<file path="src/rtl/spi_ctrl_pkg.sv">
// rtl/spi_ctrl_pkg.sv - shared types and bit positions for the SPI register-access controller
package spi_ctrl_pkg;

    typedef enum logic [2:0] {
        ST_IDLE,
        ST_CMD,
        ST_ADDR,
        ST_WDATA,
        ST_RWAIT,
        ST_RDATA
    } spi_ctrl_state_t;

    // Bit positions within an 8-bit command / status byte
    localparam int CMD_RW_BIT     = 7;
    localparam int CMD_CLR_BIT    = 6;
    localparam int STATUS_ERR_BIT = 7;

endpackage

</file>
<file path="src/rtl/spi_reg_ctrl_if.sv">
// rtl/spi_reg_ctrl_if.sv - serdes parallel side and register-bank port of the controller
interface spi_reg_ctrl_if #(
    parameter int PACKET_WIDTH = 8,
    parameter int ADDR_WIDTH   = 8
);
    logic [PACKET_WIDTH-1:0] rxShiftReg;
    logic                    dataReady;
    logic [PACKET_WIDTH-1:0] txData;
    logic                    load;
    logic [ADDR_WIDTH-1:0]   regAddr;
    logic [PACKET_WIDTH-1:0] regWrData;
    logic                    regWrEn;
    logic                    regRdEn;
    logic [PACKET_WIDTH-1:0] regRdData;
    logic                    regRdValid;
    logic                    busy;
    logic                    errSticky;

    modport master (
        input  rxShiftReg, dataReady, regRdData, regRdValid,
        output txData, load, regAddr, regWrData, regWrEn, regRdEn, busy, errSticky
    );

    modport slave (
        output rxShiftReg, dataReady, regRdData, regRdValid,
        input  txData, load, regAddr, regWrData, regWrEn, regRdEn, busy, errSticky
    );
endinterface

</file>
<file path="src/rtl/ssel_sync.sv">
// rtl/ssel_sync.sv - two-flop synchronizer for slave select, resets to deselected
module ssel_sync (
    input  logic clk,
    input  logic reset_n,
    input  logic ssel_raw,
    output logic ssel_s
);
    logic meta;

    always_ff @(posedge clk or negedge reset_n) begin
        if (!reset_n) begin
            meta   <= 1'b1;
            ssel_s <= 1'b1;
        end else begin
            meta   <= ssel_raw;
            ssel_s <= meta;
        end
    end
endmodule

</file>
<file path="src/rtl/spi_reg_ctrl.sv">
// rtl/spi_reg_ctrl.sv - decodes SPI command/address/data frames into register-bank reads and writes
module spi_reg_ctrl
    import spi_ctrl_pkg::*;
#(
    parameter int                    PACKET_WIDTH = 8,
    parameter int                    ADDR_WIDTH   = 8,
    parameter int                    MAX_RD_LAT   = 4,
    parameter logic [PACKET_WIDTH-1:0] ERR_BYTE   = 8'hEE
) (
    input  logic           clk,
    input  logic           reset_n,
    input  logic           spi_SSEL,
    spi_reg_ctrl_if.master bus
);
    localparam int CNT_W = $clog2(MAX_RD_LAT + 1);

    spi_ctrl_state_t         state, state_n;
    logic                    ssel_s, ssel_d;
    logic [PACKET_WIDTH-1:0] tx_q, tx_n;
    logic                    load_q, load_n;
    logic [ADDR_WIDTH-1:0]   addr_q, addr_n;
    logic [PACKET_WIDTH-1:0] wr_data_q, wr_data_n;
    logic                    wr_en_q, wr_en_n;
    logic                    rd_en_q, rd_en_n;
    logic                    err_q, err_n;
    logic                    rw_q, rw_n;
    logic [CNT_W-1:0]        cnt_q, cnt_n;
    logic                    ssel_fall;

    ssel_sync u_ssel_sync (
        .clk      (clk),
        .reset_n  (reset_n),
        .ssel_raw (spi_SSEL),
        .ssel_s   (ssel_s)
    );

    assign ssel_fall = ssel_d & ~ssel_s;

    always_ff @(posedge clk or negedge reset_n) begin
        if (!reset_n) begin
            state     <= ST_IDLE;
            ssel_d    <= 1'b1;
            tx_q      <= '0;
            load_q    <= 1'b0;
            addr_q    <= '0;
            wr_data_q <= '0;
            wr_en_q   <= 1'b0;
            rd_en_q   <= 1'b0;
            err_q     <= 1'b0;
            rw_q      <= 1'b0;
            cnt_q     <= '0;
        end else begin
            state     <= state_n;
            ssel_d    <= ssel_s;
            tx_q      <= tx_n;
            load_q    <= load_n;
            addr_q    <= addr_n;
            wr_data_q <= wr_data_n;
            wr_en_q   <= wr_en_n;
            rd_en_q   <= rd_en_n;
            err_q     <= err_n;
            rw_q      <= rw_n;
            cnt_q     <= cnt_n;
        end
    end

    always_comb begin
        state_n   = state;
        tx_n      = tx_q;
        load_n    = 1'b0;
        addr_n    = addr_q;
        wr_data_n = wr_data_q;
        wr_en_n   = 1'b0;
        rd_en_n   = 1'b0;
        err_n     = err_q;
        rw_n      = rw_q;
        cnt_n     = cnt_q;

        // Write address advances the cycle after its strobe
        if (wr_en_q) addr_n = addr_q + 1'b1;

        case (state)
            ST_IDLE: begin
                if (ssel_fall) begin
                    tx_n                 = '0;
                    tx_n[STATUS_ERR_BIT] = err_q;
                    load_n               = 1'b1;
                    state_n              = ST_CMD;
                end
            end
            ST_CMD: begin
                if (bus.dataReady) begin
                    rw_n = bus.rxShiftReg[CMD_RW_BIT];
                    if (bus.rxShiftReg[CMD_CLR_BIT]) err_n = 1'b0;
                    tx_n    = '0;
                    load_n  = 1'b1;
                    state_n = ST_ADDR;
                end
            end
            ST_ADDR: begin
                if (bus.dataReady) begin
                    addr_n = bus.rxShiftReg[ADDR_WIDTH-1:0];
                    if (rw_q) begin
                        tx_n    = '0;
                        load_n  = 1'b1;
                        state_n = ST_WDATA;
                    end else begin
                        rd_en_n = 1'b1;
                        cnt_n   = '0;
                        state_n = ST_RWAIT;
                    end
                end
            end
            ST_WDATA: begin
                if (bus.dataReady) begin
                    wr_en_n   = 1'b1;
                    wr_data_n = bus.rxShiftReg;
                    tx_n      = '0;
                    load_n    = 1'b1;
                end
            end
            ST_RWAIT: begin
                if (bus.regRdValid) begin
                    tx_n    = bus.regRdData;
                    load_n  = 1'b1;
                    state_n = ST_RDATA;
                end else if (cnt_q == CNT_W'(MAX_RD_LAT)) begin
                    tx_n    = ERR_BYTE;
                    load_n  = 1'b1;
                    err_n   = 1'b1;
                    state_n = ST_RDATA;
                end else begin
                    cnt_n = cnt_q + 1'b1;
                end
            end
            ST_RDATA: begin
                if (bus.dataReady) begin
                    addr_n  = addr_q + 1'b1;
                    rd_en_n = 1'b1;
                    cnt_n   = '0;
                    state_n = ST_RWAIT;
                end
            end
            default: state_n = ST_IDLE;
        endcase

        // Deselect wins over everything except a write already decoded this cycle
        if (ssel_s && state != ST_IDLE) begin
            state_n = ST_IDLE;
            load_n  = 1'b0;
            rd_en_n = 1'b0;
        end
    end

    assign bus.txData    = tx_q;
    assign bus.load      = load_q;
    assign bus.regAddr   = addr_q;
    assign bus.regWrData = wr_data_q;
    assign bus.regWrEn   = wr_en_q;
    assign bus.regRdEn   = rd_en_q;
    assign bus.busy      = (state != ST_IDLE);
    assign bus.errSticky = err_q;
endmodule

</file>
<file path="src/flat_wrapper.sv">
// flat-port wrapper written by rule: the top's interface ports become plain ports
module spi_reg_ctrl_flat import spi_ctrl_pkg::*;
#(
    parameter int                    PACKET_WIDTH = 8,
    parameter int                    ADDR_WIDTH   = 8,
    parameter int                    MAX_RD_LAT   = 4,
    parameter logic [PACKET_WIDTH-1:0] ERR_BYTE   = 8'hEE
)
  (clk, reset_n, spi_SSEL, bus_rxShiftReg, bus_dataReady, bus_regRdData, bus_regRdValid, bus_txData, bus_load, bus_regAddr, bus_regWrData, bus_regWrEn, bus_regRdEn, bus_busy, bus_errSticky);
  spi_reg_ctrl_if #(.PACKET_WIDTH(PACKET_WIDTH), .ADDR_WIDTH(ADDR_WIDTH)) bus_i ();
  input  logic clk;
  input  logic reset_n;
  input  logic spi_SSEL;
  input wire logic [$bits(bus_i.rxShiftReg)-1:0] bus_rxShiftReg;
  input wire logic [$bits(bus_i.dataReady)-1:0] bus_dataReady;
  input wire logic [$bits(bus_i.regRdData)-1:0] bus_regRdData;
  input wire logic [$bits(bus_i.regRdValid)-1:0] bus_regRdValid;
  output wire logic [$bits(bus_i.txData)-1:0] bus_txData;
  output wire logic [$bits(bus_i.load)-1:0] bus_load;
  output wire logic [$bits(bus_i.regAddr)-1:0] bus_regAddr;
  output wire logic [$bits(bus_i.regWrData)-1:0] bus_regWrData;
  output wire logic [$bits(bus_i.regWrEn)-1:0] bus_regWrEn;
  output wire logic [$bits(bus_i.regRdEn)-1:0] bus_regRdEn;
  output wire logic [$bits(bus_i.busy)-1:0] bus_busy;
  output wire logic [$bits(bus_i.errSticky)-1:0] bus_errSticky;
  assign bus_i.rxShiftReg = bus_rxShiftReg;
  assign bus_i.dataReady = bus_dataReady;
  assign bus_i.regRdData = bus_regRdData;
  assign bus_i.regRdValid = bus_regRdValid;
  assign bus_txData = bus_i.txData;
  assign bus_load = bus_i.load;
  assign bus_regAddr = bus_i.regAddr;
  assign bus_regWrData = bus_i.regWrData;
  assign bus_regWrEn = bus_i.regWrEn;
  assign bus_regRdEn = bus_i.regRdEn;
  assign bus_busy = bus_i.busy;
  assign bus_errSticky = bus_i.errSticky;
  spi_reg_ctrl #(.PACKET_WIDTH(PACKET_WIDTH), .ADDR_WIDTH(ADDR_WIDTH), .MAX_RD_LAT(MAX_RD_LAT), .ERR_BYTE(ERR_BYTE)) u_core (.clk(clk), .reset_n(reset_n), .spi_SSEL(spi_SSEL), .bus(bus_i));
endmodule
</file>
<file path="config.mk">
export PLATFORM = sky130hd
export DESIGN_NAME = spi_reg_ctrl_flat
export DESIGN_NICKNAME = d
export VERILOG_FILES = /design/src/rtl/spi_ctrl_pkg.sv /design/src/rtl/spi_reg_ctrl_if.sv /design/src/rtl/ssel_sync.sv /design/src/rtl/spi_reg_ctrl.sv /design/src/flat_wrapper.sv
export SDC_FILE = /design/constraint.sdc
export NUM_CORES = 1
export LEC_CHECK = 0
export CORE_MARGIN = 4
export CORE_UTILIZATION = 45
export DETAILED_ROUTE_END_ITERATION = 10
export GPL_TIMING_DRIVEN = 1
export PLACE_DENSITY = 0.73
export SLEW_MARGIN = 20
export SYNTH_ARGS = -nofsm -noshare
export SYNTH_HDL_FRONTEND = slang
export SYNTH_SLANG_ARGS = --single-unit
</file>
<file path="constraint.sdc">
create_clock -name clk -period 2 [get_ports clk]
set_input_delay 0.5 -clock clk [delete_from_list [all_inputs] [get_ports clk]]
set_output_delay 0.5 -clock clk [all_outputs]
set_load 0.05 [all_outputs]
</file>
==> run_results.csv <==
group,metric,value,unit
logic_synthesis,synth_top_area_frac,0.413,
sta,worst_pin_slew,0.558,ns
final_layout,fin_util,0.624,
logic_synthesis,synth_largest_area_cell,"dfrtp_1",
grt,grt_start_max_net_pins,20,
final_layout,nets,303,
logic_synthesis,seq_area_frac_synth,0.450,
floorplanning,core,4440,um2
floorplanning,io-pin-count,50,
worst_setup_path,crit_path_end_kind,"output port",
sta,fin_worst_skew,0.00557,ns
logic_synthesis,syn-cell-area,2120,um2
routing,wl_per_cell,14.9,um
routing,routed_wl,4930,um
grt,grt.met2_usage,0.257,
sta,max-slew-margin-rel,0.628,
placed_design,place_ws,-0.161,ns
clock_network,cts_root_buf,"clkbuf_8",
floorplanning,start_util,0.477,
worst_setup_path,critPathLaunchType,"flip-flop",
job,maxCapViolations,0,
sta,finalHoldViolCount,0,
clock_network,h-tree-depth,2,
clock_network,cts_tree,"yes",
pwr,peakVddDrop,0.000994,V
final_layout,finalNonFillerCells,332,
routing,vias,1840,
grt,track_usage,0.168,
run_status,run_status,"completed",
clock_network,cts_setup_buffers,0,
clock_network,cts.reportedPaths.clkPinSlew,0.07,ns
final_layout,antenna_cells,0,
logic_synthesis,async_flop_share,1.00,
routing,drt_iter0_drc,144,
routing,post_drt_via_cell_ratio,5.54,
sta,fin_ws,0.0663,ns
clock_network,clk_path_buf_depth,2,
floorplanning,die_w,76.7,um
pwr,power_per_cell_area,1350,nW/um2
grt,grt_pass1_wl,8190,um
sta,setup_viol,0,
logic_synthesis,synth_edf_count,0,
placed_design,routabilityCongestion,0.777,
final_layout,syn_to_final_growth,30.9,%
final_layout,drive_gt1_frac,0.264,
logic_synthesis,syn_avg_cell_area,9.68,um2
clock_network,worstSkewPairLatency,0.29,ns
logic_synthesis,ys_types,53,
worst_setup_path,critPathMaxFanout,12,
grt,top_usage_layer,"met2",
grt,use_met1,0.244,
sta,slew_violations,0,
clock_network,clock_sinks,38,
logic_synthesis,ys_ff_latch,38,
routing,antenna_left,0,
placed_design,dpl.hpwl,3750,um
final_layout,nFillCells,368,
routing,drcViolationCount,0,
grt,antenna_found_initial,0,
logic_synthesis,synth_flop_cell,"dfrtp_1",
sta,period_needed,1.93,ns
logic_synthesis,synthCells,219,
sta,fmax,517,MHz
placed_design,dp.cells,324,
sta,period_share,0.967,
min_path,hp-class,"primary input to asynchronous set/reset pin",
worst_setup_path,worstPathRequired,1.50,ns
routing,first_pass_iters,4,
sta,rsz0062_at_grt,"no",
worst_setup_path,cp.arrival,1.43,ns
grt,grtUsageMet3,0.0328,
logic_synthesis,synthesis.nets,243,
clock_network,cts-buffers-inserted,5,
floorplanning,fp.dieArea,5880,um2
worst_setup_path,crit_type,"flip-flop to output port",
pwr,total_power,3.76,mW
pwr,power_leakage,1.32,nW
logic_synthesis,ys_warn_count,0,
grt,grt_pass1_vias,1737,
grt,gr-total-overflow,0,
logic_synthesis,synth_area_leaders,"dfrtp_1 41%, nand2_1 6.5%, mux2_4 4.2%, dfstp_2 3.7%, a21oi_1 2.6%",
placed_design,io_buffers,49,
floorplanning,rows,24,
floorplanning,fp.dieH,76.7,um
## synth_stat cells, drive strengths merged, types with 2 or more instances
master   instances
mux2             9
nor3b            3
xor2             6
o221a            2
nand3b           3
mux2i            2
nand4            4
buf              8
inv              9
a22oi            3
nor3             2
nand3            5
nor2             9
nand2b           8
clkbuf           6
nand4b           2
a32o             3
o2111ai          4
xnor2            3
dfstp            3
o211ai           3
o21ai           10
o22ai            5
a21o             4
nand2           37
a21oi           11
ha               3
dfrtp           35
## state kept, by name (all words and copies together) (netlist names)
name and count:
u_core.bus.regAddr 8, u_core.bus.load 1, u_core.state 3, u_core.bus.regRdEn 1, u_core.bus.txData 8, u_core.bus.regWrEn 1
u_core.u_ssel_sync.ssel_s 1, u_core.rw_q 1, u_core.cnt_q 3, u_core.bus.regWrData 8, u_core.bus.errSticky 1, u_core.u_ssel_sync.meta 1
u_core.ssel_d 1
## through the flow
stage / setup TNS [ns] / cell area, um2 / hold WS (ns)
finish: 0 / 2780 / 0.150
global route: 0 / 2780 / 0.177
CTS: 0 / 2770 / 0.155
detailed placement: -1.28 / 2680 / 0.347
global placement: -0.914 / 2680 / 0.345
floorplan: 0 / 2120 / 0.204
## per-layer routing
metal / wire length, um / share of wire
met5: 0 / 0
met4: 46 / 0.0093
met3: 225 / 0.046
met2: 2330 / 0.47
met1: 2330 / 0.47
## cell usage in the layout, fill, tap and decap left out, types with 4 or more instances in the layout
cell type	netlist	final
mux2_4	6	6
clkdlybuf4s50_1	0	19
o21ai_0	8	8
a21oi_1	11	11
buf_4	1	45
o2111ai_1	4	4
nand2_1	37	37
o22ai_1	5	5
inv_1	9	9
nand2b_1	7	7
dfrtp_1	35	35
nand3_1	5	5
xor2_1	6	6
nand4_1	4	4
clkbuf_8	0	6
nor2_1	8	8
a21o_1	4	4
## worst max-delay path: stages (launching register included)
cell and delay [ns]:
dfrtp_1 0.53, or3_1 0.42, buf_4 0.19
## final cells by class
| class | instances | area [um2] | share of cell area |
|---|---|---|---|
| clock inverter | 2 | 12.5 | 0.00451 |
| timing repair buffer | 67 | 566 | 0.204 |
| clock buffer | 6 | 82.6 | 0.0298 |
| inverter | 10 | 37.5 | 0.0135 |
| multi-input combinational | 157 | 1060 | 0.381 |
| tap | 52 | 65.1 | 0.0234 |
| sequential | 38 | 955 | 0.344 |
## power breakdown
part / internal, mW / switching (mW) / leakage, nW
registers: 0.996 / 0.323 / 0.491
logic: 0.723 / 1.18 / 0.781
clock network: 0.277 / 0.261 / 0.0472
total: 2.00 / 1.76 / 1.32
## path summary, 6_finish.rpt
check	from	to	slack, ns	depth (start not counted)
worst min-delay path	reset_n	u_core.bus.txData[1]	0.15	1
worst min register to register	u_core.u_ssel_sync.meta	u_core.u_ssel_sync.ssel_s	0.36	0
worst max-delay path	u_core.state[1]	bus_busy	0.07	2
min in group clk	u_core.u_ssel_sync.meta	u_core.u_ssel_sync.ssel_s	0.36	0
worst max register to register	u_core.state[1]	u_core.bus.regAddr[0]	0.20	5
max in group asynchronous	reset_n	u_core.u_ssel_sync.ssel_s	1.26	2
## logic make-up after synthesis
logic type / count (synthesis) / share of synthesized area
AOI/OAI and AO/OA: 52 / 0.169
xor gates and xnor gates: 9 / 0.0372
adders and majority gates: 3 / 0.0177
buffers and inverters: 24 / 0.0513
DFF: 38 / 0.450
muxes: 11 / 0.0678
and+or+nand+nor: 82 / 0.206
## what timing repair did
item | 4_1_cts | 5_1_grt
setup endpoints to repair | 0 | 7
hold buffers | 0 | 0
gates resized for setup | 0 | 2
Power figures use the tool's default switching activity.
